==> src/rtl/mdio_pkg.sv <==
// Shared types and constants for the Clause-22 MDIO responder.
package mdio_pkg;

    typedef enum logic [2:0] {
        PRE,
        ST,
        OP,
        PHYAD,
        REGAD,
        TA,
        DATA,
        SKIP
    } mdio_state_e;

    localparam logic [1:0] OP_READ  = 2'b10;
    localparam logic [1:0] OP_WRITE = 2'b01;

    localparam int PHYAD_W = 5;
    localparam int REGAD_W = 5;
    localparam int DATA_W  = 16;

    localparam int SKIP_AFTER_PHYAD = 18;
    localparam int SKIP_AFTER_TA    = 16;

endpackage

==> src/rtl/mdio_sync.sv <==
// Brings MDC and MDIO into the system clock domain and flags MDC rising edges.
module mdio_sync (
    input  logic clock,
    input  logic rst_n,
    input  logic mdc,
    input  logic mdio_i,
    output logic mdc_rise,
    output logic mdio_s
);

    logic mdc_meta_q, mdc_sync_q, mdc_prev_q;
    logic mdio_meta_q, mdio_sync_q;

    // Idle-high reset values avoid a false edge if MDC is already high at reset release.
    always_ff @(posedge clock or negedge rst_n) begin
        if (!rst_n) begin
            mdc_meta_q  <= 1'b1;
            mdc_sync_q  <= 1'b1;
            mdc_prev_q  <= 1'b1;
            mdio_meta_q <= 1'b1;
            mdio_sync_q <= 1'b1;
        end else begin
            mdc_meta_q  <= mdc;
            mdc_sync_q  <= mdc_meta_q;
            mdc_prev_q  <= mdc_sync_q;
            mdio_meta_q <= mdio_i;
            mdio_sync_q <= mdio_meta_q;
        end
    end

    assign mdc_rise = mdc_sync_q & ~mdc_prev_q;
    assign mdio_s   = mdio_sync_q;

endmodule

==> src/rtl/mdio_responder.sv <==
// Clause-22 MDIO PHY-side responder: decodes frames on oversampled MDC rises,
// commits writes to a register port and serves reads back onto MDIO.
module mdio_responder
    import mdio_pkg::*;
#(
    parameter logic [4:0] PHY_ADDR = 5'd1,
    parameter int         PRE_LEN  = 32
) (
    input  logic        clock,
    input  logic        rst_n,
    input  logic        mdc,
    input  logic        mdio_i,
    output logic        mdio_o,
    output logic        mdio_oe,
    output logic [4:0]  reg_addr,
    output logic        reg_re,
    input  logic [15:0] reg_rdata,
    output logic        reg_we,
    output logic [15:0] reg_wdata,
    output logic        frame_err
);

    localparam int               PRE_W      = $clog2(PRE_LEN + 1);
    localparam logic [PRE_W-1:0] PRE_SAT    = PRE_W'(PRE_LEN);
    localparam logic [4:0]       PHYAD_LAST = 5'(PHYAD_W - 1);
    localparam logic [4:0]       REGAD_LAST = 5'(REGAD_W - 1);
    localparam logic [4:0]       DATA_LAST  = 5'(DATA_W - 1);
    localparam logic [4:0]       SKIP_PHY   = 5'(SKIP_AFTER_PHYAD);
    localparam logic [4:0]       SKIP_TAE   = 5'(SKIP_AFTER_TA);

    logic mdc_rise;
    logic mdio_s;

    mdio_sync u_sync (
        .clock    (clock),
        .rst_n    (rst_n),
        .mdc      (mdc),
        .mdio_i   (mdio_i),
        .mdc_rise (mdc_rise),
        .mdio_s   (mdio_s)
    );

    mdio_state_e       state_q, state_d;
    logic [PRE_W-1:0]  pre_cnt_q, pre_cnt_d;
    logic [4:0]        bit_cnt_q, bit_cnt_d;
    logic              is_read_q, is_read_d;
    logic              op_msb_q, op_msb_d;
    logic              ta_ok_q, ta_ok_d;
    logic [15:0]       shift_q, shift_d;
    logic              mdio_o_q, mdio_o_d;
    logic              mdio_oe_q, mdio_oe_d;
    logic [4:0]        reg_addr_q, reg_addr_d;
    logic              reg_re_q, reg_re_d;
    logic              rd_cap_q, rd_cap_d;
    logic              reg_we_q, reg_we_d;
    logic [15:0]       reg_wdata_q, reg_wdata_d;
    logic              frame_err_q, frame_err_d;

    always_ff @(posedge clock or negedge rst_n) begin
        if (!rst_n) begin
            state_q     <= PRE;
            pre_cnt_q   <= '0;
            bit_cnt_q   <= '0;
            is_read_q   <= 1'b0;
            op_msb_q    <= 1'b0;
            ta_ok_q     <= 1'b0;
            shift_q     <= '0;
            mdio_o_q    <= 1'b0;
            mdio_oe_q   <= 1'b0;
            reg_addr_q  <= '0;
            reg_re_q    <= 1'b0;
            rd_cap_q    <= 1'b0;
            reg_we_q    <= 1'b0;
            reg_wdata_q <= '0;
            frame_err_q <= 1'b0;
        end else begin
            state_q     <= state_d;
            pre_cnt_q   <= pre_cnt_d;
            bit_cnt_q   <= bit_cnt_d;
            is_read_q   <= is_read_d;
            op_msb_q    <= op_msb_d;
            ta_ok_q     <= ta_ok_d;
            shift_q     <= shift_d;
            mdio_o_q    <= mdio_o_d;
            mdio_oe_q   <= mdio_oe_d;
            reg_addr_q  <= reg_addr_d;
            reg_re_q    <= reg_re_d;
            rd_cap_q    <= rd_cap_d;
            reg_we_q    <= reg_we_d;
            reg_wdata_q <= reg_wdata_d;
            frame_err_q <= frame_err_d;
        end
    end

    always_comb begin
        state_d     = state_q;
        pre_cnt_d   = pre_cnt_q;
        bit_cnt_d   = bit_cnt_q;
        is_read_d   = is_read_q;
        op_msb_d    = op_msb_q;
        ta_ok_d     = ta_ok_q;
        shift_d     = shift_q;
        mdio_o_d    = mdio_o_q;
        mdio_oe_d   = mdio_oe_q;
        reg_addr_d  = reg_addr_q;
        reg_re_d    = 1'b0;
        rd_cap_d    = reg_re_q;
        reg_we_d    = 1'b0;
        reg_wdata_d = reg_wdata_q;
        frame_err_d = 1'b0;

        if (mdc_rise) begin
            unique case (state_q)
                PRE: begin
                    if (mdio_s) begin
                        if (pre_cnt_q != PRE_SAT) pre_cnt_d = pre_cnt_q + 1'b1;
                    end else begin
                        // This zero is the first start bit when the preamble was long enough.
                        if (pre_cnt_q == PRE_SAT) state_d = ST;
                        pre_cnt_d = '0;
                    end
                end
                ST: begin
                    bit_cnt_d = '0;
                    state_d   = mdio_s ? OP : PRE;
                end
                OP: begin
                    if (bit_cnt_q == 5'd0) begin
                        op_msb_d  = mdio_s;
                        bit_cnt_d = 5'd1;
                    end else begin
                        bit_cnt_d = '0;
                        if ({op_msb_q, mdio_s} == OP_READ) begin
                            is_read_d = 1'b1;
                            state_d   = PHYAD;
                        end else if ({op_msb_q, mdio_s} == OP_WRITE) begin
                            is_read_d = 1'b0;
                            state_d   = PHYAD;
                        end else begin
                            state_d = PRE;
                        end
                    end
                end
                PHYAD: begin
                    shift_d = {shift_q[14:0], mdio_s};
                    if (bit_cnt_q == PHYAD_LAST) begin
                        if ({shift_q[PHYAD_W-2:0], mdio_s} == PHY_ADDR) begin
                            bit_cnt_d = '0;
                            state_d   = REGAD;
                        end else begin
                            bit_cnt_d = SKIP_PHY;
                            state_d   = SKIP;
                        end
                    end else begin
                        bit_cnt_d = bit_cnt_q + 5'd1;
                    end
                end
                REGAD: begin
                    shift_d = {shift_q[14:0], mdio_s};
                    if (bit_cnt_q == REGAD_LAST) begin
                        reg_addr_d = {shift_q[REGAD_W-2:0], mdio_s};
                        reg_re_d   = is_read_q;
                        bit_cnt_d  = '0;
                        state_d    = TA;
                    end else begin
                        bit_cnt_d = bit_cnt_q + 5'd1;
                    end
                end
                TA: begin
                    if (bit_cnt_q == 5'd0) begin
                        bit_cnt_d = 5'd1;
                        if (is_read_q) begin
                            mdio_oe_d = 1'b1;
                            mdio_o_d  = 1'b0;
                        end else begin
                            ta_ok_d = mdio_s;
                        end
                    end else begin
                        bit_cnt_d = '0;
                        if (is_read_q) begin
                            mdio_o_d = shift_q[15];
                            shift_d  = {shift_q[14:0], 1'b0};
                            state_d  = DATA;
                        end else if (ta_ok_q && !mdio_s) begin
                            state_d = DATA;
                        end else begin
                            frame_err_d = 1'b1;
                            bit_cnt_d   = SKIP_TAE;
                            state_d     = SKIP;
                        end
                    end
                end
                DATA: begin
                    // Reads present the next bit one rise ahead; the final rise releases the pad.
                    if (is_read_q) begin
                        if (bit_cnt_q == DATA_LAST) begin
                            mdio_oe_d = 1'b0;
                            mdio_o_d  = 1'b0;
                        end else begin
                            mdio_o_d = shift_q[15];
                            shift_d  = {shift_q[14:0], 1'b0};
                        end
                    end else begin
                        shift_d = {shift_q[14:0], mdio_s};
                        if (bit_cnt_q == DATA_LAST) begin
                            reg_wdata_d = {shift_q[14:0], mdio_s};
                            reg_we_d    = 1'b1;
                        end
                    end
                    if (bit_cnt_q == DATA_LAST) begin
                        bit_cnt_d = '0;
                        state_d   = PRE;
                    end else begin
                        bit_cnt_d = bit_cnt_q + 5'd1;
                    end
                end
                SKIP: begin
                    if (bit_cnt_q <= 5'd1) begin
                        bit_cnt_d = '0;
                        state_d   = PRE;
                    end else begin
                        bit_cnt_d = bit_cnt_q - 5'd1;
                    end
                end
                default: begin
                    bit_cnt_d = '0;
                    pre_cnt_d = '0;
                    state_d   = PRE;
                end
            endcase
        end

        if (rd_cap_q) shift_d = reg_rdata;
    end

    assign mdio_o    = mdio_o_q;
    assign mdio_oe   = mdio_oe_q;
    assign reg_addr  = reg_addr_q;
    assign reg_re    = reg_re_q;
    assign reg_we    = reg_we_q;
    assign reg_wdata = reg_wdata_q;
    assign frame_err = frame_err_q;

endmodule

==> config.mk <==
export PLATFORM = sky130hd
export DESIGN_NAME = mdio_responder
export DESIGN_NICKNAME = d
export VERILOG_FILES = /design/src/rtl/mdio_pkg.sv /design/src/rtl/mdio_sync.sv /design/src/rtl/mdio_responder.sv
export SDC_FILE = /design/constraint.sdc
export NUM_CORES = 1
export LEC_CHECK = 0
export ABC_CLOCK_PERIOD_IN_PS = 2400
export BUFFER_PORTS_ARGS = -buffer_cell sky130_fd_sc_hd__buf_4
export CORE_MARGIN = 1.5
export CORE_UTILIZATION = 52
export DETAILED_ROUTE_END_ITERATION = 7
export PLACE_DENSITY = 0.74
export SETUP_SLACK_MARGIN = 0.02
export SLEW_MARGIN = 5
export SYNTH_ARGS = -nofsm -noshare
export SYNTH_HDL_FRONTEND = slang
export SYNTH_HIERARCHICAL = 1
export SYNTH_SLANG_ARGS = --single-unit
==> constraint.sdc <==
create_clock -name clock -period 2.4 [get_ports clock]
set_input_delay 0.12 -clock clock [delete_from_list [all_inputs] [get_ports clock]]
set_output_delay 0.12 -clock clock [all_outputs]
set_load 0.02 [all_outputs]
Word level (Yosys, flattened, before mapping):

Index checks and enable logic that the tools add are counted.

* output and inout port bits: 26
* bits of input ports: 20
* RAM bits: 0
* memories kept: 0
* logic and storage cells: 137
* bits in latches: 0
* ROM bits: 0
* flip-flop bits (word level): 65

* order comparisons: 1
* shift-type cells: 0
* reductions and logical operators: 21
* $mul: 0
* div/mod/pow operators: 0
* equal/unequal tests: 29
* bitwise gates (word level): 4
* add/subtract/negate cells: 3
* muxes and demuxes: 59

Operators with widths (number)
* $mux W16: 6
* $pmux W16 S3: 1
* $mux W5: 8
* $pmux W5 S7: 1
* $mux W1: 26
* $mux W3: 8
* $ne A2 B2 Y1 const B: 12
* $pmux W3 S8: 1
* $reduce_and A4 Y1: 4
* $eq A3 B3 Y1 const B: 4
* $mux W6: 2
* $reduce_and A3 Y1: 3
* $reduce_and A9 Y1: 1
* $mux W2: 4
* $reduce_bool A7 Y1: 1
* $add A6 B1 Y6 const B: 1
* $eq A3 B2 Y1 const B: 2
* $eq A6 B6 Y1 const B: 1
* $ne A3 B3 Y1 const B: 2
* $ne A6 B6 Y1 const B: 1
* $reduce_and A6 Y1: 1
* $reduce_bool A2 Y1: 3
* $add A5 B1 Y5 const B: 1
* $eq A5 B1 Y1 const B: 1
* other kinds (19): 22

Longest topological paths before layout:

Gate-level depths: netlist of run 1.

* depth in word-level cells: 7
* gate-level depth with buffers: 10
* gate-level depth less buffers: 9

Hierarchy:

Netlist of run 1, hierarchy kept.

By module, submodules not included
* mdio_responder: cells an instance 290, area an instance 3241.9 sq um, times used 1, seq. area each 1501.4 sq um
* mdio_sync: cells an instance 6, area an instance 145.1 sq um, times used 1, seq. area each 131.4 sq um

Worst setup path after synthesis of run 1:

OpenSTA, ideal clock, no wires.

* path type: reg2reg
* start point: reg bit_cnt_q[0]
* end point: reg shift_q[11]
* stages on the path, launching flop included: 10
* clock period less this slack: 2355 ps
* arrival time: 2231 ps
* buffers on the path: 2
* required time: 2275 ps
* library setup time: 125 ps
* slack: 45 ps
* cells stage by stage: dfrtp_1 -> inv_1 -> ha_1 -> or4b_4 -> buf_6 -> nand4b_4 -> a31oi_4 -> buf_6 -> mux2_4 -> mux2_2

* longest elaborated chain between the ends: 3
* elaborated cells on any way between the ends: 5
* classes of those cells: 3 x eq/ne; 2 x reduce/logical

Ends and longest elaborated chain
* from (decl): line mdio_responder.sv:45 `logic [4:0] bit_cnt_q, bit_cnt_d;`
* from (signal assigned): line mdio_responder.sv:79 `bit_cnt_q <= bit_cnt_d;`
* $eq A5 B4 Y1 or $logic_not A5 Y1 (tied branches): line mdio_responder.sv:196, mdio_responder.sv:170
* $ne A4 B4 Y1 (no line) or $ne A3 B3 Y1 (tied branches)
* $reduce_and A5 Y1 (no line) *
* to (signal assigned): line mdio_responder.sv:83 `shift_q <= shift_d;`
* to (decl): line mdio_responder.sv:49 `logic [15:0] shift_q, shift_d;`

Every way passes the cells marked *; elsewhere a longest branch is shown, timed or not.
A chain may end at the register's enable or synchronous reset.

Worst setup path after layout of run 1:

* start point: reg bit_cnt_q[0]
* end point: reg shift_q[13]

Same word-level chain as after synthesis.

==> reports/summary.md, run 1 <==
The routed design has 7.636 mm of wire. At the pin with the least slew margin, the transition time is 0.8077 ns. The netlist area before placement is 0.003387 mm2, and the maximum clock insertion buffer count is 2.

The internal cell power was 1.773 mW. The run gives 52 as the number of unique standard cell types used by synthesis. The number of synthesized register bits is 65, and the number of filler cells placed in the layout is 468.

The tools report the detailed placement HPWL as 4.795 mm. The power share of the combinational group is 5.6%, and the final count of negative-setup-slack endpoints is 0. The analysis attributes to net switching a power of 0.5405 mW. The share of total power dissipated in sequential elements is 49.2%. The cell depth of the worst flop-to-flop path was 8; the average via count per standard cell was 5.647. In this run the power density over the cells is 532.9 mW/mm2. The DRC violation count after routing was 0. Leaving out filler cells and counting taps, the final layout contains 450. The effective utilization at floorplan was 53.65%; the final layout net count was 397. The overall track demand over capacity in global routing came out at 22.07%. Ranked by total cell area, the synthesized netlist is headed by sky130_fd_sc_hd__dfrtp_1, sky130_fd_sc_hd__mux2_2, sky130_fd_sc_hd__dfstp_2, sky130_fd_sc_hd__mux2_4, sky130_fd_sc_hd__ha_1.

The synthesized design contains 0 enable-type register cells. Ratio of cells with drive above 1 in the final layout: 42.36%. The tightest min-delay check is of the in -> reg type.

The flow ran to the end, and the final reports show no timing, DRC or antenna violations. The most common cell in the synthesized netlist is sky130_fd_sc_hd__dfrtp_1. The logs give 2.57 ns for the data arrival time of the worst path and 46.15% for the worst-case headroom to the max-slew limit. Combinational family with the most area after synthesis: multiplexers. Summing the areas of all xor and xnor instances in the mapped netlist gives 0.2586% of the synthesized area. The I/O pin count came out at 46.

For the worst-skew pair, the clock arrives at the later sink with an insertion delay of 0.35 ns. The tools report the count of endpoints failing hold in the final timing report as 0. The signal on the critical path passes through inv_2 > ha_2 > or4b_4 > nand4b_4 > a31oi_4 > clkbuf_16 > mux2_4 > mux2_2.

The synthesized design devotes to its leading area cell type 44.33% of total area. By startpoint and endpoint, the worst setup path is classified as reg -> reg. The total inserted antenna cells was 0; the number of clock sinks was 65. Via count of the first global-routing pass: 2592. The synthesized instance count was 296; the hold-critical path depth was 2. The number of buffers and inverters on the critical path is 2.

The launching element type of the critical path was a flop. The cell family contributing the most delay on the critical path is simple AND/OR/NAND/NOR gates. Setup repair after global routing left no endpoint under its margin. Timing would allow up to 427.1 MHz.

The run gives 48.21% as the sequential-to-total area share from yosys stat. The mux cell area share after synthesis is 19.73%. The type of destination of the critical path was a flop.

The clock tree skew after final layout came out at 0.008853 ns. The H-tree depth was 3. The count of TritonRoute iterations in the first routing pass is 4, and the worst setup slack for register-to-register paths is 0.06 ns. The fraction of the mapped netlist area in compound gates is 10.45%, and the global-route congestion overflow total is 0.

The startpoint identified for the worst hold timing path is reg_rdata[3]. The final sum of negative setup slack is 0 ns. The path with the worst hold slack has its endpoint at shift_q[3]. Cell type with the highest aggregate area in the netlist: sky130_fd_sc_hd__dfrtp_1. After floorplanning, the core was divided into 29 placement rows. The maximum number of pins on one net before global-route repair is 66, and the die outline area is 0.007007 mm2. The tools report the leakage power figure as 2.045 nW. The first global-routing pass estimated 12.25 mm of wire. The clock edge transition at the registers on the reported setup and hold paths was 0.08 ns; the worst voltage drop across the vdd grid was 0.5978 mV. TritonCTS built the clock tree. The adder and majority cell fraction of the synthesized area was 3.325%; the proportion of total power due to net switching was 23.37%.

For this run, asynchronously set or reset flops after synthesis account for 100.0%. On the worst path, the slowest cell contributes a delay of 0.49 ns. In the synthesized netlist, the cells that appear most often are sky130_fd_sc_hd__dfrtp_1, sky130_fd_sc_hd__mux2_2, sky130_fd_sc_hd__nand2_1, sky130_fd_sc_hd__o21ai_0, sky130_fd_sc_hd__nor2_1. The floorplan step defined a core boundary enclosing 0.006314 mm2. The number of cells in the design after placement is 415, and the simple-gate area share of the yosys netlist is 14.04%. Buffers inserted during clock tree synthesis total 9.

At the worst endpoint, the required time is 2.63 ns. After detailed routing, the average wire length per cell comes to 16.97 um. In this run the critical register-to-register path is launched from bit_cnt_q[0]. In the final layout, flip-flops and latches occupy 0.001635 mm2.

The slowest stage of the critical path belongs to the cell sky130_fd_sc_hd__or4b_4. The count of port buffers added during placement was 45; the die width was 83.71 um. The tools report the via count as 2541. The root buffer cell chosen for the clock tree is sky130_fd_sc_hd__clkbuf_8. The post-route minimum period is 2.342 ns.

The run gives 0 as the initial antenna violation count. The maximum net fanout on the critical path came out at 8. Across the run, the number of max-cap violations was 0. The final critical path takes up 97.57% of the cycle.

Each instance of the synthesized netlist takes up on average 11.44 um2. Among all flip-flop cells after synthesis, the most frequent one is sky130_fd_sc_hd__dfrtp_1. From synthesis to final layout, the design area changed by 28.15%.

The number of slew-limit violations in the final report was 0. The clock share of power is 45.1%. The die is 83.71 um tall. The tools report the synthesized netlist net count as 325. The endpoint identified for the worst register-to-register timing path is shift_q[13]. The tools report the number of warning messages in the yosys log as 6.

Routability-driven placement finished with a final weighted congestion of 0.9041. After the first detailed-routing iteration, the DRC count stood at 142. Summing all multi-input logic gate instances after layout gives 0.001660 mm2. Once detail routing completed, the nets flagged for antenna violations numbered 0.
-- cell usage in the layout (no fill, tap or decap), types with 3 or more instances in the layout --
cell	Yosys	final
sky130_fd_sc_hd__a31oi_1	5	4
sky130_fd_sc_hd__mux2_2	46	46
sky130_fd_sc_hd__a21oi_1	9	9
sky130_fd_sc_hd__nor2b_1	5	5
sky130_fd_sc_hd__ha_1	9	6
sky130_fd_sc_hd__mux2_4	8	8
sky130_fd_sc_hd__nand2b_1	4	4
sky130_fd_sc_hd__clkbuf_8	0	9
sky130_fd_sc_hd__inv_1	11	9
sky130_fd_sc_hd__nor3_1	7	7
sky130_fd_sc_hd__dlygate4sd3_1	0	13
sky130_fd_sc_hd__nand2_1	24	23
sky130_fd_sc_hd__nand3_1	10	9
sky130_fd_sc_hd__nor4_1	3	3
sky130_fd_sc_hd__o21ai_0	15	15
sky130_fd_sc_hd__dfstp_2	5	5
sky130_fd_sc_hd__mux2i_1	3	3
sky130_fd_sc_hd__a32o_1	3	3
sky130_fd_sc_hd__dfrtp_1	60	58
sky130_fd_sc_hd__buf_4	0	61
sky130_fd_sc_hd__nor3b_1	3	3
sky130_fd_sc_hd__nor2_1	12	12
-- flip-flops by register name, indices dropped and copies added (netlist names), 3 cells and up --
name,cells
bit_cnt_q,5
pre_cnt_q,6
reg_addr,5
reg_wdata,16
shift_q,16
state_q,3
-- worst max-delay path by stage --
stage | start | end | slack (ns) | cells past startpoint
floorplan | bit_cnt_q[0] | shift_q[11] | 0.04 | 9
global route | bit_cnt_q[0] | shift_q[15] | 0.006 | 8
detailed placement | bit_cnt_q[0] | shift_q[10] | 0.05 | 10
global placement | bit_cnt_q[0] | shift_q[4] | 0.11 | 10
finish | bit_cnt_q[0] | shift_q[13] | 0.06 | 8
CTS | bit_cnt_q[0] | shift_q[9] | 0.03 | 10
-- metrics by stage --
step	total power, mW	hold slack [ns]	cell area (um2)	utilization, %	worst slack, ns
2_1_floorplan	1.206	-0.1756	3387	-	0.04459
3_3_place_gp	1.267	0.2280	3861	61.16	0.1120
3_5_place_dp	1.272	0.2293	3861	61.16	0.05006
6_report	2.313	0.01223	4340	68.75	0.05836
4_1_cts	2.335	0.004167	4217	66.79	0.02718
5_1_grt	2.399	-0.001540	4340	68.75	0.006424
-- what timing repair did --
item,4_1_cts,5_1_grt
endpoints found under the hold margin,72,0
hold buffers,13,0
resized for setup,0,12
setup endpoints to repair,0,19
buffers inserted,0,4
-- cells by family (layout without fill, tap and decap cells) --
logic type      after synthesis  in the layout
xor+xnor                      1              1
buf+inv                      29            106
simple gates                 84             84
mux                          57             57
fa+ha+maj                     9              9
flops                        65             65
compound gates               51             51
-- layer usage --
layer  up-vias  part of all wire [%]  GRT usage [%]
met5         -                     0              0
met4         0                   1.0          8.048
met3         7                   5.9          6.924
met2        76                    49          34.68
met1      1242                    44          28.89
li1       1216                     -              -
-- worst register-to-register path, stage by stage, from the launching register on --
cell and delay (ns):
sky130_fd_sc_hd__dfrtp_2 0.46, sky130_fd_sc_hd__inv_2 0.08, sky130_fd_sc_hd__ha_2 0.18, sky130_fd_sc_hd__or4b_4 0.49
sky130_fd_sc_hd__nand4b_4 0.12, sky130_fd_sc_hd__a31oi_4 0.14, sky130_fd_sc_hd__clkbuf_16 0.20, sky130_fd_sc_hd__mux2_4 0.29
sky130_fd_sc_hd__mux2_2 0.26
-- area by class of cell --
class	count	share of cell area (%)
Clock buffer	9	2.854
Clock inverter	7	2.335
Inverter	12	1.038
Multi-Input combinational cell	202	38.25
Sequential cell	65	37.68
Tap cell	77	2.220
Timing Repair Buffer	78	15.62
-- power by group through the flow --
stage          registers (mW)  clock network [mW]  logic, mW
6_report                 1.14                1.04      0.130
5_1_grt                  1.14                1.11      0.147
4_1_cts                  1.14                1.07      0.130
3_5_place_dp             1.16                   0      0.112
3_3_place_gp             1.16                   0      0.108
2_1_floorplan            1.16                   0     0.0500
Power figures use the tool's default switching activity.
==> run 2: changes to the inputs <==
--- a/config.mk
+++ b/config.mk
@@ -10,8 +10,8 @@
 export CORE_MARGIN = 1.5
 export CORE_UTILIZATION = 52
 export DETAILED_ROUTE_END_ITERATION = 7
-export PLACE_DENSITY = 0.74
-export SETUP_SLACK_MARGIN = 0.02
+export PLACE_DENSITY = 0.79
+export SETUP_SLACK_MARGIN = 0.3
 export SLEW_MARGIN = 5
 export SYNTH_ARGS = -nofsm -noshare
 export SYNTH_HDL_FRONTEND = slang
==> reports/summary.md, run 2 (synthesis results as in run 1) <==
The flow ran to the end, and the final reports show no timing, DRC or antenna violations. The detail-routed net length per standard cell works out to 16.80 um (-0.98%). The run gives 0.007007 mm2 (unchanged) as the die outline area. The number of standard-cell rows in the floorplan is 29 (unchanged). The worst setup path is launched from a flop. Proportion of total power due to net switching: 21.76% (-1.6 points). The global placer's final weighted congestion was 0.8640 (-4.4%). The number of DRC markers after the initial detailed-route iteration is 188 (+32%).

The H-tree depth is 3 (unchanged), and the average via count per standard cell is 5.778 (+2.3%). The layout-stage area growth over the synthesis result is 28.26% (about the same). The worst voltage drop across the vdd grid came out at 0.4741 mV (-21%). The slowest cell on the critical path was sky130_fd_sc_hd__or4b_4.

Highest cell delay on the worst timing path: 0.49 ns (about the same). The ratio of cells with drive above 1 in the final layout is 45.45% (+3.1 points). The internal cell power came out at 1.789 mW (+0.91%).

The worst setup path is captured at a flop. For the worst-case headroom to the max-slew limit, the log shows 46.46% (+0.31 points). The tools report the total inserted antenna cells as 0 (unchanged). The total detailed-routing wirelength is 7.578 mm (-0.76%). Cell family contributing the most delay on the critical path: simple AND/OR/NAND/NOR gates. The clock share of power came out at 44.6% (-0.5 points).

The required time reported for the critical path endpoint is 2.63 ns (about the same), and the post-detailed-route count of antenna-violating nets is 0 (unchanged). The die width was 83.71 um (unchanged); the via count of the first global-routing pass was 2643 (+2.0%). The tools report the final count of negative-setup-slack endpoints as 0 (unchanged).

The transition time of the tightest slew-check pin is 0.8031 ns (-0.004577 ns). In the layout the commonest cells are sky130_fd_sc_hd__buf_4, sky130_fd_sc_hd__dfrtp_1, sky130_fd_sc_hd__mux2_2. The switching power total was 0.4976 mW (-7.9%). The detailed placement HPWL is 5.092 mm (+6.2%), and the count of endpoints failing hold in the final timing report is 0 (unchanged). TritonCTS built the clock tree. The clock tree skew after final layout came out at 0.006083 ns (-0.002770 ns).

The register share of total power was 50.0% (+0.8 points). The die extent in y was 83.71 um (unchanged). Cell at the root of the clock tree: sky130_fd_sc_hd__clkbuf_8.

The number of buffer and inverter stages on the critical path is 3 (+1), and the effective utilization at floorplan is 53.65% (unchanged). The power consumption was 2.286 mW (-1.2%). The number of cells in the design after placement came out at 414 (-0.24%).

The number of clock sinks is 65 (unchanged). The type of the worst setup path is reg -> reg. The tools report the maximum number of pins on one net before global-route repair as 66 (unchanged). The final layout net count is 398 (+0.25%).

The count of TritonRoute iterations in the first routing pass was 4 (unchanged); the area inside the core boundary was 0.006314 mm2 (unchanged). The overall track demand over capacity in global routing came out at 22.78% (+0.71 points). The post-route minimum period works out to 2.323 ns (-0.01878 ns). The path type of the worst min-delay path was in -> reg. The clock latency reported for the late side of the worst-skew pair is 0.34 ns (about the same).

The global-route congestion overflow total was 0 (unchanged); the power share of the combinational group was 5.4% (-0.2 points). The run gives 0 (unchanged) as the number of max-cap violations. The run gives 430.5 MHz (+0.81%) as the timing-limited maximum frequency. The ratio of final minimum period to clock period is 96.79% (-0.78 points). I/O pin count: 46 (unchanged).

The final sum of negative setup slack was 0 ns (unchanged); the clock edge transition at the registers on the reported setup and hold paths was 0.07 ns (about the same). The non-filler instance count after layout was 451 (+0.22%); the data arrival time of the worst path was 2.55 ns (-0.02 ns). Traced cell by cell, the critical path runs through inv_4 > ha_4 > or4b_4 > nand4b_4 > a31oi_4 > buf_12 > buf_16 > mux2_4 > mux2_2.

Setup repair after global routing could not meet its margin everywhere. The via count was 2606 (+2.6%); the number of slew-limit violations in the final report was 0 (unchanged). For the DRC violation count after routing, the log shows 0 (unchanged). The run gives 451 (-3.6%) as the number of filler cells placed in the layout. Initial antenna violation count: 0 (unchanged). The power density over the cells is 526.3 mW/mm2 (-1.2%), and the maximum net fanout on the critical path is 4 (-4).

The count of port buffers added during placement came out at 45 (unchanged). The leakage power figure came out at 2.070 nW (+1.2%). The maximum clock insertion buffer count was 2 (unchanged); the clock buffer count from CTS was 9 (unchanged). The first-pass GRT wire length came out at 12.67 mm (+3.4%). Leaving out fill and tap cells, the most frequent cell in the layout is sky130_fd_sc_hd__buf_4.
==> run 2: layout make-up <==
| cell class | instances | area, um2 | area share (%) |
|---|---|---|---|
| Clock buffer | 11 | 141.4 | 3.255 |
| Clock inverter | 5 | 78.83 | 1.815 |
| Inverter | 12 | 47.55 | 1.094 |
| Multi-Input combinational cell | 202 | 1660 | 38.22 |
| Sequential cell | 65 | 1637 | 37.67 |
| Tap cell | 77 | 96.34 | 2.218 |
| Timing Repair Buffer | 79 | 683.2 | 15.73 |
==> run 2: what timing repair did <==
item	CTS	global route
hold buffers	4	1
pin swaps	2	1
buffers inserted	10	4
hold endpoints to repair	63	1
gates cloned	2	0
resized for setup	8	4
setup endpoints to repair	29	32
==> run 2: final timing paths <==
check                                        start            end  slack (ns)  depth (start not counted)
worst max register to register        bit_cnt_q[1]    shift_q[12]        0.08                          9
worst min register to register  u_sync/mdio_meta_q  u_sync/mdio_s        0.35                          0
max in group asynchronous                    rst_n   bit_cnt_q[0]        1.42                          2
min in group asynchronous                    rst_n   pre_cnt_q[0]        0.42                          2
worst max-delay path                  bit_cnt_q[1]    shift_q[12]        0.08                          9
worst min-delay path                  reg_rdata[7]     shift_q[7]       0.007                          2
==> run 2: through the flow <==
stage / hold slack (ns) / setup WS, ns / cell area [um2] / utilization, %
floorplan: -0.1756 / 0.1081 / 3408 / -
global placement: 0.2296 / 0.1082 / 3872 / 61.34
detailed placement: 0.2292 / 0.06263 / 3872 / 61.34
CTS: 0.002063 / 0.06828 / 4298 / 68.07
global route: 0.0004311 / 0.01669 / 4344 / 68.81
finish: 0.007069 / 0.07714 / 4344 / 68.81
==> run 2: power by group through the flow <==
stage	logic, mW	registers, mW	clock network [mW]
6_report	0.124	1.14	1.02
5_1_grt	0.139	1.15	1.09
4_1_cts	0.121	1.14	1.05
3_5_place_dp	0.112	1.16	0
3_3_place_gp	0.108	1.16	0
2_1_floorplan	0.0504	1.16	0
==> run 2: metal layers <==
layer  share of wire, %  wire, um  GRT usage [%]  vias to the layer above
met5                  0         0              0                        -
met4                2.2       164          8.048                        0
met3                5.2       391          6.034                       16
met2                 50      3759          36.51                       82
met1                 43      3263          30.04                     1284
li1                   -         -              -                     1224
==> run 2: worst reg2reg max path: cells and delay by family, from the launching register on <==
| family | cells | cell delay (ns) |
|---|---|---|
| AO/OA/AOI/OAI | 1 | 0.09 |
| buffers and inverters | 3 | 0.37 |
| flip-flops | 1 | 0.45 |
| adder cells (fa/ha/maj) | 1 | 0.14 |
| AND/OR/NAND/NOR | 2 | 0.61 |
| multiplexers | 2 | 0.56 |
==> run 3: changes to the inputs <==
--- a/config.mk
+++ b/config.mk
@@ -15,5 +15,4 @@
 export SLEW_MARGIN = 5
 export SYNTH_ARGS = -nofsm -noshare
 export SYNTH_HDL_FRONTEND = slang
-export SYNTH_HIERARCHICAL = 1
 export SYNTH_SLANG_ARGS = --single-unit
==> reports/summary.md, run 3 <==
The netlist area before placement is 0.003309 mm2 (-2.3%). The type of the worst setup path is reg -> reg. The ratio of cells with drive above 1 in the final layout is 45.41% (about the same), and the maximum net fanout on the critical path is 8 (+4). H-tree depth: 3 (unchanged). The flow ran to the end, but the final reports show violations.

The I/O pin count is 46 (unchanged), and the hold-critical path depth is 2 (unchanged). The number of synthesized register bits is 65 (unchanged), and the detailed placement HPWL is 5.089 mm (about the same). The tools report the number of DRC markers after the initial detailed-route iteration as 177 (-5.9%). The tools report the final layout net count as 438 (+10%). Initial antenna violation count: 0 (unchanged). The average via count per standard cell came out at 5.851 (+1.3%). The maximum number of pins on one net before global-route repair came out at 66 (unchanged). Yosys instantiated no cell more often than sky130_fd_sc_hd__nand2_1.

The logs give 0 (unchanged) for the number of max-cap violations and 2861 (+9.8%) for the via count. The count of TritonRoute iterations in the first routing pass came out at 4 (unchanged). The checks that failed: hold timing, setup timing.

The cell at the root of the clock tree was sky130_fd_sc_hd__clkbuf_8. The run gives 0 (-6) as the number of warning messages in the yosys log. The post-detailed-placement cell area was 0.003781 mm2 (-2.4%); the area share of the leading cell type in the synthesized netlist was 45.37% (+1.0 points).

The logs give 0 (unchanged) for the post-detailed-route count of antenna-violating nets and 0 (unchanged) for the total inserted antenna cells. The synthesized instance count was 321 (+8.4%); the mean post-synth cell area was 10.31 um2 (-9.9%). The ratio of final minimum period to clock period came out at 100.7% (+3.9 points).

Leaving out fill and tap cells, the most frequent cell in the layout is sky130_fd_sc_hd__buf_4. The count of port buffers added during placement works out to 45 (unchanged). The number of unique standard cell types used by synthesis is 54 (+3.8%), and the clock latency reported for the late side of the worst-skew pair is 0.36 ns (+0.02 ns).

The total detailed-routing wirelength is 9.512 mm (+26%), and the number of slew-limit violations in the final report is 0 (unchanged). The run gives 0.01333 ns (+0.007251 ns) as the clock tree skew after final layout. By area the synthesized netlist is led by sky130_fd_sc_hd__dfrtp_1, sky130_fd_sc_hd__mux2_2, sky130_fd_sc_hd__nand2_1, sky130_fd_sc_hd__mux2_4, sky130_fd_sc_hd__dfstp_2.

The logs give 25.17% (+2.4 points) for the overall track demand over capacity in global routing and 0 (unchanged) for the global-route congestion overflow total. The final count of negative-setup-slack endpoints is 6 (+6). The logs give -0.002026 ns (-0.009095 ns) for the final hold slack and -0.04842 ns (-0.04842 ns) for the final sum of negative setup slack. Detail-routed net length per standard cell: 19.45 um (+16%). The global-route met3 utilization is 6.995% (+0.96 points), and the synthesized netlist net count is 350 (+7.7%).

The run gives 65 (unchanged) as the number of clock sinks. The top cell types in the final layout, fill and taps aside, are sky130_fd_sc_hd__buf_4, sky130_fd_sc_hd__dfrtp_1, sky130_fd_sc_hd__nand2_1. The DRC violation count after routing was 0 (unchanged); the cell depth of the worst flop-to-flop path was 9 (unchanged). The area growth from synthesis to layout is 41.93%. The non-filler instance count after layout is 489 (+8.4%). STA classifies the critical path endpoint as a flop. The logs give 0.006852 mm2 (-2.2%) for the die outline area and 2691 (+1.8%) for the via count of the first global-routing pass. Setup repair after global routing could not meet its margin everywhere.

The final critical-path setup slack was -0.01577 ns (-0.09290 ns); the power density over the cells was 523.4 mW/mm2 (-0.56%). The count of endpoints failing hold in the final timing report is 1 (+1). The die width is 82.78 um (-1.1%). The met2 usage was 43.25% (+6.7 points).

The path length in cells of the critical path is 9 (unchanged), and the worst-case headroom to the max-slew limit is 44.60% (-1.9 points). The global placer's final weighted congestion was 0.8800 (+1.9%). The tools report the first-pass GRT wire length as 12.73 mm (+0.49%). The timing-limited maximum frequency came out at 413.9 MHz (-3.8%). The highest cell delay on the worst timing path works out to 0.50 ns (about the same). Among all flip-flop cells after synthesis, the most frequent one is sky130_fd_sc_hd__dfrtp_1.

The cell type with the highest aggregate area in the netlist is sky130_fd_sc_hd__dfrtp_1. After synthesis, the most frequently instantiated cells are sky130_fd_sc_hd__nand2_1, sky130_fd_sc_hd__dfrtp_1, sky130_fd_sc_hd__mux2_2, sky130_fd_sc_hd__nor2_1, sky130_fd_sc_hd__o21ai_0. The tools report the leakage power figure as 2.203 nW (+6.4%). Post-route minimum period: 2.416 ns (+0.09290 ns). The clock edge transition at the registers on the reported setup and hold paths was 0.08 ns (about the same). The logs give 2.65 ns (+0.02 ns) for the required time reported for the critical path endpoint and 28 (-3.4%) for the number of standard-cell rows in the floorplan. The slowest cell on the critical path was sky130_fd_sc_hd__or4b_4. The clock buffer count from CTS was 9 (unchanged); the async set or reset register ratio after synthesis was 100.0% (unchanged). The transition time of the tightest slew-check pin was 0.8310 ns (+0.02790 ns); the summed area of non-filler cells in the final layout was 0.004697 mm2 (+8.1%). Cell family contributing the most delay on the critical path: simple AND/OR/NAND/NOR gates. The maximum clock insertion buffer count was 2 (unchanged); the count of flip-flops with a built-in enable after synthesis was 0 (unchanged). The effective utilization at floorplan was 54.92% (+1.3 points); the number of buffer and inverter stages on the critical path was 3 (unchanged). The run gives 49.34% (+1.1 points) as the sequential-to-total area share from yosys stat. The launching element type of the critical path was a flop. met2 is the most crowded layer. The fraction of met1 tracks used by global routing was 29.42% (-0.62 points); the die extent in y was 82.78 um (-1.1%).

The tools report the data arrival time of the worst path as 2.66 ns (+0.11 ns). The worst voltage drop across the vdd grid came out at 0.4591 mV (-3.2%). TritonCTS built the clock tree. The power consumption came out at 2.458 mW (+7.5%).

For the number of cells in the design after placement, the log shows 436 (+5.3%). Path type of the worst min-delay path: in -> reg. Traced cell by cell, the critical path runs through inv_2 > ha_4 > or4b_4 > a21oi_4 > nor4_4 > buf_4 > clkbuf_16 > mux2_4 > mux2_2. For the area inside the core boundary, the log shows 0.006026 mm2 (-4.6%).
==> run 3: changes by cell type after synthesis, sizes merged, moves of 3 or more <==
cell    previous run  this run
nor2b              6         1
clkbuf            10        14
o22ai              0         3
a31oi              6         1
nand2             24        61
nor2              12        16
mux2              54        38
a21oi              9        13
buf                7         4
nor4               3         7
inv               11        15
==> run 3: worst reg2reg max path, stage by stage, from the launching register on <==
cell,delay (ns)
sky130_fd_sc_hd__dfrtp_1,0.43
sky130_fd_sc_hd__inv_2,0.12
sky130_fd_sc_hd__ha_4,0.14
sky130_fd_sc_hd__or4b_4,0.50
sky130_fd_sc_hd__a21oi_4,0.17
sky130_fd_sc_hd__nor4_4,0.06
sky130_fd_sc_hd__buf_4,0.17
sky130_fd_sc_hd__clkbuf_16,0.17
sky130_fd_sc_hd__mux2_4,0.30
sky130_fd_sc_hd__mux2_2,0.26
==> run 3: where the power goes <==
part	switching, mW	total (mW)	leakage [nW]	internal [mW]
combinational	0.0617	0.116	1.20	0.0543
sequential	0.0240	1.14	0.882	1.12
clock	0.451	1.20	0.127	0.750
==> run 3: area by class of cell <==
| cell class | count | area [um2] |
|---|---|---|
| Multi-Input combinational cell | 223 | 1787 |
| Clock inverter | 4 | 98.84 |
| Clock buffer | 12 | 155.1 |
| Timing Repair Buffer | 94 | 843.3 |
| Timing Repair inverter | 1 | 16.27 |
| Inverter | 15 | 68.82 |
| Tap cell | 75 | 93.84 |
| Fill cell | 347 | 1329 |
| Sequential cell | 65 | 1634 |
==> run 3: cells by family after synthesis <==
| group | share of synthesized area [%] |
|---|---|
| flops | 49.34 |
| buf+inv | 4.347 |
| compound gates | 10.96 |
| fa+ha+maj | 3.403 |
| mux | 14.25 |
| simple gates | 17.16 |
| xor+xnor | 0.5294 |
==> run 3: timing repair <==
action	4_1_cts	5_1_grt
resized for setup	28	48
buffers inserted	9	14
gates cloned	1	2
pin swaps	30	14
hold endpoints to repair	70	0
endpoints found under the setup margin	41	45
hold buffers	11	0
==> run 3: final timing paths <==
check / endpoint / from / slack (ns)
setup reg to reg: shift_q[3] / bit_cnt_q[1] / -0.02
min in group asynchronous: reg_wdata[2] / rst_n / 0.40
hold reg to reg: u_sync.mdc_sync_q / u_sync.mdc_meta_q / 0.36
hold / removal: shift_q[5] / reg_rdata[5] / -0.002
max in group asynchronous: state_q[2] / rst_n / 1.40
setup / recovery: shift_q[3] / bit_cnt_q[1] / -0.02
==> run 3: metrics by stage <==
stage	util, %	setup slack [ns]
after global placement	62.75	0.1128
after detailed placement	62.75	0.03520
final	77.95	-0.01577
after CTS	72.26	0.07624
after floorplan	-	0.01205
after global routing	77.95	-0.09124
==> run 3: routing by layer <==
metal  vias up  part of all wire (%)  wire length [um]
met5         -                     0                 0
met4         0                   3.6               339
met3        32                   5.8               555
met2       120                    52              4910
met1      1407                    39              3706
li1       1302                     -                 -
